===== src/rtl/fifo_pkg.sv =====
// fifo_pkg: shared types and constants for the FIFO drain stage.
package fifo_pkg;

    typedef enum logic {DRAIN_EMPTY, DRAIN_LOADED} drain_state_t;

    localparam int STALL_CNT_W = 16;

endpackage


===== src/rtl/fifo_burst_drain.sv =====
// fifo_burst_drain: pops the FIFO into a one-stage valid/ready register and frames beats into fixed bursts.
// Optional stall counter output enabled by defining FIFO_BURST_DRAIN_STALL_CNT_EN.
module fifo_burst_drain
    import fifo_pkg::*;
#(
    parameter int WIDTH     = 4,
    parameter int BURST_LEN = 4
) (
    input  logic             i_clk,
    input  logic             i_rst,
    input  logic [WIDTH-1:0] i_fifo_data,
    input  logic             i_fifo_empty,
    output logic             o_fifo_rd_en,
    output logic             o_valid,
    input  logic             i_ready,
    output logic [WIDTH-1:0] o_data,
    output logic             o_sop,
    output logic             o_eop
`ifdef FIFO_BURST_DRAIN_STALL_CNT_EN
    ,
    output logic [STALL_CNT_W-1:0] o_stall_cnt
`endif
);

    localparam int CNT_W = $clog2(BURST_LEN);
    localparam logic [CNT_W-1:0] LAST_BEAT = CNT_W'(BURST_LEN - 1);

    drain_state_t     state_q, state_d;
    logic [CNT_W-1:0] cnt_q, cnt_d;
    logic [WIDTH-1:0] data_q, data_d;
    logic             sop_q, sop_d;
    logic             eop_q, eop_d;
    logic             load_ok, pop, last;

    // Next state: load on pop, otherwise release the register once the beat is taken
    always_comb begin
        load_ok = (state_q == DRAIN_EMPTY) || i_ready;
        pop     = load_ok && !i_fifo_empty && !i_rst;
        last    = cnt_q == LAST_BEAT;
        state_d = state_q;
        cnt_d   = cnt_q;
        data_d  = data_q;
        sop_d   = sop_q;
        eop_d   = eop_q;
        if (pop) begin
            state_d = DRAIN_LOADED;
            data_d  = i_fifo_data;
            sop_d   = cnt_q == '0;
            eop_d   = last;
            cnt_d   = last ? '0 : cnt_q + 1'b1;
        end else if (state_q == DRAIN_LOADED && i_ready) begin
            state_d = DRAIN_EMPTY;
        end
    end

    // Output register, beat counter and state
    always_ff @(posedge i_clk or posedge i_rst) begin
        if (i_rst) begin
            state_q <= DRAIN_EMPTY;
            cnt_q   <= '0;
            data_q  <= '0;
            sop_q   <= 1'b0;
            eop_q   <= 1'b0;
        end else begin
            state_q <= state_d;
            cnt_q   <= cnt_d;
            data_q  <= data_d;
            sop_q   <= sop_d;
            eop_q   <= eop_d;
        end
    end

    assign o_fifo_rd_en = pop;
    assign o_valid      = state_q == DRAIN_LOADED;
    assign o_data       = data_q;
    assign o_sop        = sop_q;
    assign o_eop        = eop_q;

`ifdef FIFO_BURST_DRAIN_STALL_CNT_EN
    logic [STALL_CNT_W-1:0] stall_q, stall_d;

    // Saturating count of cycles the downstream holds off a valid beat
    always_comb begin
        stall_d = (o_valid && !i_ready && stall_q != '1) ? stall_q + 1'b1 : stall_q;
    end

    // Stall counter register, cleared only by reset
    always_ff @(posedge i_clk or posedge i_rst) begin
        if (i_rst) stall_q <= '0;
        else       stall_q <= stall_d;
    end

    assign o_stall_cnt = stall_q;
`endif

    a_no_pop_empty: assert property (@(posedge i_clk) disable iff (i_rst)
        o_fifo_rd_en |-> !i_fifo_empty);

    a_hold_stable: assert property (@(posedge i_clk) disable iff (i_rst)
        (o_valid && !i_ready) |=> (o_valid && $stable(o_data) && $stable(o_sop) && $stable(o_eop)));

    a_marks_exclusive: assert property (@(posedge i_clk) disable iff (i_rst)
        !(o_sop && o_eop));

endmodule


===== config.mk =====
export PLATFORM = sky130hd
export DESIGN_NAME = fifo_burst_drain
export DESIGN_NICKNAME = d
export VERILOG_FILES = /design/src/rtl/fifo_pkg.sv /design/src/rtl/fifo_burst_drain.sv
export SDC_FILE = /design/constraint.sdc
export NUM_CORES = 1
export LEC_CHECK = 0
export ABC_AREA = 1
export BUFFER_PORTS_ARGS = -buffer_cell sky130_fd_sc_hd__buf_2
export CAP_MARGIN = 20
export CORE_MARGIN = 1.5
export CORE_UTILIZATION = 30
export CTS_CLUSTER_SIZE = 28
export DETAILED_ROUTE_END_ITERATION = 10
export GPL_TIMING_DRIVEN = 0
export HOLD_SLACK_MARGIN = 0.06
export PLACE_DENSITY = 0.62
export SETUP_SLACK_MARGIN = 0.05
export SYNTH_ARGS = -nofsm -noshare
export SYNTH_HDL_FRONTEND = slang
export SYNTH_SLANG_ARGS = --single-unit

===== constraint.sdc =====
create_clock -name i_clk -period 1.8 [get_ports i_clk]
set_input_delay 0.36 -clock i_clk [delete_from_list [all_inputs] [get_ports i_clk]]
set_output_delay 0.36 -clock i_clk [all_outputs]
set_load 0.005 [all_outputs]

==> impl_metrics.tcl, run 1 <==
set metrics [dict create \
    netlist_area_sq_um 405.4 \
    io_buffers 15 \
    ios 16 \
    slew_headroom_pct 77.84 \
    drtPass1Iterations 4 \
    syn_inst 45 \
    cpPeakStageDelay_ns 0.38 \
    min_path_type "primary input to async pin" \
    crit_chain "nand2_2 -> nand2_4 -> inv_1 -> buf_2" \
    routed_wl_microns 752 \
    routedWlPerCell_microns 9.519 \
    vias_per_cell 4.367 \
    gp_congestion 0.7228 \
    worstPathRequired_ns 1.44 \
    cts_root_buf "clkbuf_4" \
    synth.distinct_cells 9 \
    hold_violations 0 \
    synth.area.top_cells "dfrtp_1, nand2_1, nand3_1, ha_1, inv_1" \
    outcome "finished clean" \
    setup_tns_ns 0 \
    clkSinkCount 9 \
    async_flop_share_pct 100.0 \
    power_per_cell_area_mw_per_mm2 1119 \
    ant_nets 0 \
    crit_family "flip-flops" \
    met1_length_microns 314 \
    p_leak_nw 0.3186 \
    nNetsFinal 75 \
    fp.dieW_microns 39.76 \
    vias 345 \
    clkTransAtPathRegs_ns 0.06 \
    setup_viol 0 \
    grt_pass1_wl_microns 1076 \
    grt_pass1_vias 266 \
    dr_wl_met3_microns 58 \
    yosysWarningCount 0 \
    cts_resized 0 \
    drv_slew 0 \
    coreArea_sq_mm 0.001285 \
    initial_core_util_pct 31.55 \
    drc 0 \
    yosysTopAreaCellShare_pct 55.56 \
    crit_path_start_kind "flip-flop" \
    syn-mean-instance-area_sq_um 9.009 \
    fmax_mhz 671.0 \
    rows 13 \
    worst_slew_pin_slew_ns 0.3320 \
    cp_num_buf_inv 2 \
    wl_met2_microns 365 \
    drive_above_1_share_pct 32.81 \
    synth_nets 55 \
    synth_common_cells "nand2_1, dfrtp_1, nand3_1" \
    drv_cap 0 \
    syn_to_final_growth_pct 29.63 \
    grt_max_degree 11 \
    dieArea_sq_mm 0.001581 \
    cts_tree "yes" \
    cts-htree-levels 1 \
    clk_latency_ns 0.26 \
    rsz0062_at_grt "false" \
    grt.total_usage_pct 11.41 \
    overflow 0 \
    skew_ns 0.004303 \
    top_layer_used "met4" \
    cts_buffers 3 \
    cts_hold_buffers 0 \
    endpoint_kind "output port" \
    die_h_microns 39.76 \
    fin_area_sq_um 525.5 \
    layout.area.seq_sq_um 225.2 \
    crit_fanout 10 \
    cp_data_arrival_time_ns 1.13 \
    diodes 0 \
    placed_area_sq_um 499.2 \
    dpl.hpwl_microns 555.3 \
    critPathKind "flip-flop to output port" \
    yosys_most_used_dff "dfrtp_1" \
    multi_input_area_sq_um 161.4 \
    synth_enable_flop_cells 0 \
    cp_slowest_cell "dfrtp_1" \
    synth.most_common_cell "nand2_1" \
    synth_seq_cells 9 \
    first_iter_violations 8 \
    vdd_drop_max_mv 0.3805 \
    period_share_pct 82.79 \
    fillers 125 \
    min_period_ns 1.490 \
    grt_antenna_before_repair 0 \
    synth_top_cell_by_area "dfrtp_1" \
    max-clock-path-buffers 2 \
    cts_setup_buffers 0 \
    ys_seq_area_share_pct 55.56 \
]
==> cell families after synthesis <==
kind of cell | after synthesis | synth area share (%)
AND/OR/NAND/NOR | 29 | 33.64
flip-flops | 9 | 55.56
buffers and inverters | 5 | 4.630
adder cells (fa/ha/maj) | 2 | 6.172
==> report_power, final <==
group	internal (mW)	switching, mW	leakage, nW
logic	0.0694	0.0789	0.191
registers	0.254	0.0313	0.113
clock network	0.0853	0.0689	0.0150
total	0.409	0.179	0.319
==> area by class of cell <==
cell class,instances,share of cell area (%)
clock buffer,4,5.000
inverter,5,3.571
multi-input combinational,31,30.71
sequential,9,42.86
tap,15,3.571
timing repair buffer,15,14.29
==> metal layers <==
metal  track usage, %  vias to the layer above
li1                 -                      178
met1            12.28                      154
met2            16.39                       11
met3            8.523                        2
met4            5.172                        0
met5                0                        -
==> through the flow <==
stage | utilization, % | setup WS (ns) | hold WS, ns | instances | total power [mW]
final | 40.90 | 0.3097 | 0.07372 | 79 | 0.5882
after global routing | 40.90 | 0.2160 | 0.08643 | 79 | 0.6459
after CTS | 40.90 | 0.3038 | 0.08449 | 79 | 0.5978
after detailed placement | 38.85 | 0.4242 | 0.3645 | 75 | 0.4414
after global placement | 38.85 | 0.4429 | 0.3654 | 75 | 0.4350
after floorplan | - | 0.7208 | 0.1879 | 45 | 0.3801
==> state kept, by name, summed over array words and instances, names as in the netlist <==
register and flops:
cnt_q 2, o_data 4, o_eop 1, o_valid 1
o_sop 1
==> final timing paths <==
path | endpoint | cells after the start | startpoint | slack [ns]
worst max-delay path | o_fifo_rd_en | 4 | o_valid | 0.31
worst min-delay path | o_data[2] | 2 | i_rst | 0.07
worst max register to register | cnt_q[1] | 4 | cnt_q[0] | 0.84
worst min register to register | o_data[2] | 2 | o_data[2] | 0.46
max in group asynchronous | o_data[1] | 2 | i_rst | 1.48
min in group i_clk | o_data[2] | 3 | i_fifo_data[2] | 0.33
==> placed cells by master, fill, tap and decap left out <==
cell type	n
nand3_1	8
nand2_4	1
clkbuf_4	3
clkbuf_1	1
nand2_1	17
nor2_4	1
ha_1	2
inv_1	5
buf_2	15
dfrtp_1	9
nor2_1	1
nand2_2	1
(Power assumes the default switching activity.)
==> inputs of run 2 (changes only) <==
--- a/config.mk
+++ b/config.mk
@@ -14,7 +14,7 @@
 export DETAILED_ROUTE_END_ITERATION = 10
 export GPL_TIMING_DRIVEN = 0
 export HOLD_SLACK_MARGIN = 0.06
-export PLACE_DENSITY = 0.62
+export PLACE_DENSITY = 0.64
 export SETUP_SLACK_MARGIN = 0.05
 export SYNTH_ARGS = -nofsm -noshare
 export SYNTH_HDL_FRONTEND = slang
==> constraint.sdc (replaced) <==
create_clock -name i_clk -period 1.2 [get_ports i_clk]
set_input_delay 0.24 -clock i_clk [delete_from_list [all_inputs] [get_ports i_clk]]
set_output_delay 0.24 -clock i_clk [all_outputs]
set_load 0.005 [all_outputs]
==> run 2 against run 1 <==
Register-to-register slack lost 0.61 ns. Wire length increased by 8.1%. Core utilization rose by 3.9 points. Via count grew 2.0%. Sequential power up 52%. Global-route usage hardly changed. Final cell count grew 3.8%. Clock skew fell by 0.0015 ns. Non-clock buffer count rose by 3. Worst hold slack better by 0.15 ns. Die area unchanged. Clock power up 49%.
==> impl_metrics.tcl, run 2 (synthesis gave the netlist of run 1 again) <==
set metrics [dict create \
    setup_viol 0 \
    post-place-ws_ns 0.07890 \
    grt_use_met1_pct 12.03 \
    setup_tns_ns 0 \
    met2_usage_pct 15.57 \
    period_share_pct 97.59 \
    reg2reg_slack_ns 0.23 \
    cts_buffers 3 \
    clkSinkCount 9 \
    min_period_ns 1.171 \
    cts_tree "yes" \
    endpoint_kind "output port" \
    switching_share_pct 30.72 \
    r2r-end "cnt_q[1]" \
    drtPass1Iterations 4 \
    power_frac_clock_pct 25.3 \
    crit_family "flip-flops" \
    p_leak_nw 0.3352 \
    p_switching_uw 277.9 \
    crit_path_start_kind "flip-flop" \
    fmax_mhz 853.9 \
    p_seq_share_pct 48.0 \
    crit_fanout 2 \
    die_h_microns 39.76 \
    routedWlPerCell_microns 9.915 \
    vdd_drop_max_mv 0.5466 \
    cpPeakStageDelay_ns 0.40 \
    ff2ff_path_depth 4 \
    cp_slowest_cell "dfrtp_1" \
    diodes 0 \
    crit_start "o_valid" \
    vias_per_cell 4.293 \
    most-common-layout-cells "nand2_1, buf_2, dfrtp_1" \
    drc 0 \
    worstReg2RegStart "cnt_q[0]" \
    syn_to_final_growth_pct 41.98 \
    overflow 0 \
    layout.cells.non_filler 82 \
    layout_commonest_cell "nand2_1" \
    routed_wl_microns 813 \
    critPathKind "flip-flop to output port" \
    fin_total_pwr_uw 904.7 \
    nNetsFinal 78 \
    gp_congestion 0.7157 \
    p_comb_share_pct 26.7 \
    coreArea_sq_mm 0.001285 \
    worst_slew_pin_slew_ns 0.3496 \
    grt_antenna_before_repair 0 \
    grt_pass1_vias 247 \
    cts_root_buf "clkbuf_4" \
    io_buffers 15 \
    ios 16 \
    largest_reg_flops 4 \
    drv_cap 0 \
    clk_latency_ns 0.25 \
    clkTransAtPathRegs_ns 0.06 \
    dieArea_sq_mm 0.001581 \
    vias 352 \
    finalWorstSetupSlack_ns 0.02890 \
    dp.cells 75 \
    hold_violations 0 \
    top_usage_layer "met2" \
    grt_max_degree 10 \
    use_met3_pct 6.818 \
    p_int_uw 626.8 \
    ant_nets 0 \
    grt.total_usage_pct 11.45 \
    cts-htree-levels 1 \
    worstPathRequired_ns 0.96 \
    rows 13 \
    grt_pass1_wl_microns 1048 \
    power_per_cell_area_mw_per_mm2 1572 \
    cp_data_arrival_time_ns 0.93 \
    min_path_type "primary input to flip-flop" \
    fp.dieW_microns 39.76 \
    path_depth 4 \
    worstSetupEndpoint "o_fifo_rd_en" \
    initial_core_util_pct 31.55 \
    slew_headroom_pct 76.66 \
    max-clock-path-buffers 2 \
    cp_num_buf_inv 2 \
    drv_slew 0 \
    rsz0062_at_grt "true" \
    skew_ns 0.002790 \
    crit_chain "nand2_4 -> nand2_8 -> clkinv_4 -> buf_6" \
    drive_above_1_share_pct 35.82 \
    outcome "finished clean" \
    first_iter_violations 2 \
]
run 2: timing repair:
| action | 4_1_cts | 5_1_grt |
|---|---|---|
| hold endpoints to repair | 9 | 0 |
| pin swaps | 1 | 1 |
| resized for setup | 3 | 3 |
| hold buffers | 1 | 0 |
| buffers inserted | 2 | 0 |
| setup endpoints to repair | 1 | 1 |
run 2: stage by stage:
stage	instance area, sq um	hold WS [ns]	utilization (%)
6_report	575.6	0.2210	44.79
5_1_grt	575.6	0.2074	44.79
4_1_cts	564.3	0.2119	43.91
3_5_place_dp	499.2	0.2522	38.85
3_3_place_gp	499.2	0.2452	38.85
2_1_floorplan	405.4	0.06792	-
run 2: power groups by stage:
stage | Clock (mW) | Combinational, mW | Sequential [mW]
CTS | 0.243 | 0.243 | 0.435
global route | 0.258 | 0.279 | 0.442
detailed placement | 0 | 0.227 | 0.439
floorplan | 0 | 0.133 | 0.437
global placement | 0 | 0.222 | 0.432
finish | 0.229 | 0.241 | 0.434
run 2: how the worst min path moves through the flow:
| stage | start | endpoint | slack [ns] | cells past startpoint |
|---|---|---|---|---|
| after detailed placement | i_rst | o_data[1] | 0.25 | 2 |
| after floorplan | i_rst | cnt_q[0] | 0.07 | 1 |
| after global routing | i_fifo_data[2] | o_data[2] | 0.21 | 3 |
| after global placement | i_rst | o_data[1] | 0.25 | 2 |
| after CTS | i_fifo_data[2] | o_data[2] | 0.21 | 3 |
| final | i_fifo_data[2] | o_data[2] | 0.22 | 3 |
run 2: layout make-up:
| class | count | area, sq um |
|---|---|---|
| inverter | 5 | 23.77 |
| multi-input combinational | 31 | 175.2 |
| sequential | 9 | 225.2 |
| timing repair buffer | 18 | 106.4 |
| tap | 15 | 18.77 |
| fill | 128 | 709.4 |
| clock buffer | 4 | 26.28 |
run 2: metal layers:
layer | vias to the layer above | wire length (microns)
met1 | 154 | 367
met3 | 2 | 43
li1 | 186 | -
met4 | 0 | 16
met2 | 10 | 386
met5 | - | 0
run 2: worst min-delay path, stage by stage:
cell and delay [ns]:
buf_2 0.07, nand3_1 0.06, nand2_1 0.07
==> inputs of run 3 (changes only) <==
==> constraint.sdc (replaced) <==
create_clock -name i_clk -period 1.2 [get_ports i_clk]
set_input_delay 0.24 -clock i_clk [delete_from_list [all_inputs] [get_ports i_clk]]
set_output_delay 0.24 -clock i_clk [all_outputs]
set_load 0.01 [all_outputs]
==> run 3 against run 2 <==
Clock power hardly changed. Sequential share of layout area is 0.17 points higher. Power rose by 2.2%. Final area shrank 0.43%. Die area unchanged. Flip-flop and latch count unchanged. Non-clock buffer count is the same. Register-to-register slack barely moved. Critical path depth unchanged. Critical path type unchanged. Fmax decreased by 0.34%.
==> impl_metrics.tcl, run 3 (synthesis gave the netlist of run 1 again) <==
set metrics [dict create \
    outcome "finished clean" \
    vias 352 \
    max-clock-path-buffers 2 \
    endpoint_kind "output port" \
    placed_area_sq_um 499.2 \
    power_per_cell_area_mw_per_mm2 1614 \
    rows 13 \
    clkTransAtPathRegs_ns 0.06 \
    ant_nets 0 \
    vdd_drop_max_mv 0.5475 \
    diodes 0 \
    layout.cells.non_filler 82 \
    min_period_ns 1.175 \
    fmax_mhz 851.0 \
    worst_slew_pin_slew_ns 0.3495 \
    io_buffers 15 \
    critPathKind "flip-flop to output port" \
    largest_reg_flops 4 \
    grt_pass1_wl_microns 1076 \
    clkSinkCount 9 \
    vias_per_cell 4.293 \
    cts-htree-levels 1 \
    min_path_type "primary input to flip-flop" \
    overflow 0 \
    grt_pass1_vias 256 \
    drv_cap 0 \
    slew_headroom_pct 76.67 \
    gp_congestion 0.7157 \
    period_share_pct 97.93 \
    routed_wl_microns 817 \
    drv_slew 0 \
    nNetsFinal 78 \
    drc 0 \
    drtPass1Iterations 4 \
    rsz0062_at_grt "true" \
    cp_data_arrival_time_ns 0.94 \
    routedWlPerCell_microns 9.963 \
    hold_violations 0 \
    setup_viol 0 \
    initial_core_util_pct 31.55 \
    fp.dieW_microns 39.76 \
    most-common-layout-cells "nand2_1, buf_2, dfrtp_1" \
    skew_ns 0.002790 \
    p_leak_nw 0.3361 \
    first_iter_violations 2 \
    clk_latency_ns 0.25 \
    dieArea_sq_mm 0.001581 \
    crit_path_start_kind "flip-flop" \
    drive_above_1_share_pct 35.82 \
    die_h_microns 39.76 \
    layout_commonest_cell "nand2_1" \
    fin_area_sq_um 573.1 \
    ios 16 \
    cts_tree "yes" \
    cts_root_buf "clkbuf_4" \
    syn_to_final_growth_pct 41.36 \
    grt.total_usage_pct 11.69 \
    crit_fanout 2 \
    coreArea_sq_mm 0.001285 \
    whs_ns 0.2210 \
    cts_buffers 3 \
    worstPathRequired_ns 0.96 \
    grt_max_degree 10 \
    grt_antenna_before_repair 0 \
    setup_tns_ns 0 \
    dp.cells 75 \
]
run 3: cell types whose count changed in the layout (fill, tap and decap cells not counted), sizes merged:
cell    change
clkinv      -1
inv         +1
run 3: path summary, 6_finish.rpt:
kind | from | endpoint | slack (ns) | cells after the start
worst max-delay path | o_valid | o_fifo_rd_en | 0.02 | 4
worst min-delay path | i_fifo_data[2] | o_data[2] | 0.22 | 3
worst max register to register | cnt_q[0] | cnt_q[1] | 0.23 | 4
worst min register to register | o_eop | o_eop | 0.47 | 2
max in group asynchronous | i_rst | o_eop | 0.43 | 3
min in group asynchronous | i_rst | o_data[1] | 0.52 | 3
run 3: area by class of cell:
cell class / instances / area, sq um
Multi-Input combinational cell: 31 / 175.2
Timing Repair Buffer: 18 / 106.4
Inverter: 5 / 21.27
Sequential cell: 9 / 225.2
Tap cell: 15 / 18.77
Fill cell: 129 / 711.9
Clock buffer: 4 / 26.28
run 3: repair_timing:
action / in CTS / in global routing
setup buffers: 2 / 0
hold endpoints to repair: 9 / 0
setup endpoints to repair: 1 / 1
hold buffers: 1 / 0
resized for setup: 4 / 1
pin swaps: 1 / 0
run 3: through the flow:
stage | total power, mW | utilization, % | setup WS, ns
finish | 0.9250 | 44.60 | 0.02486
global route | 0.9994 | 44.60 | -0.03873
CTS | 0.9456 | 44.40 | 0.004948
detailed placement | 0.6876 | 38.85 | 0.06109
global placement | 0.6748 | 38.85 | 0.04816
floorplan | 0.5902 | - | 0.1948
run 3: critical path, cell delays in order, from the launching register on:
cell	delay [ns]
dfrtp_1	0.40
nand2_4	0.09
nand2_8	0.05
inv_4	0.05
buf_6	0.08
run 3: metal layers:
layer,part of all wire (%),vias to the layer above,track usage [%]
li1,-,186,-
met1,45,154,12.03
met2,47,10,16.39
met3,5.3,2,6.818
met4,2.0,0,10.34
met5,0,-,0
run 3: power breakdown:
part | switching (mW) | total [mW] | internal (mW)
clock network | 0.101 | 0.229 | 0.128
logic | 0.144 | 0.262 | 0.118
registers | 0.0526 | 0.434 | 0.382
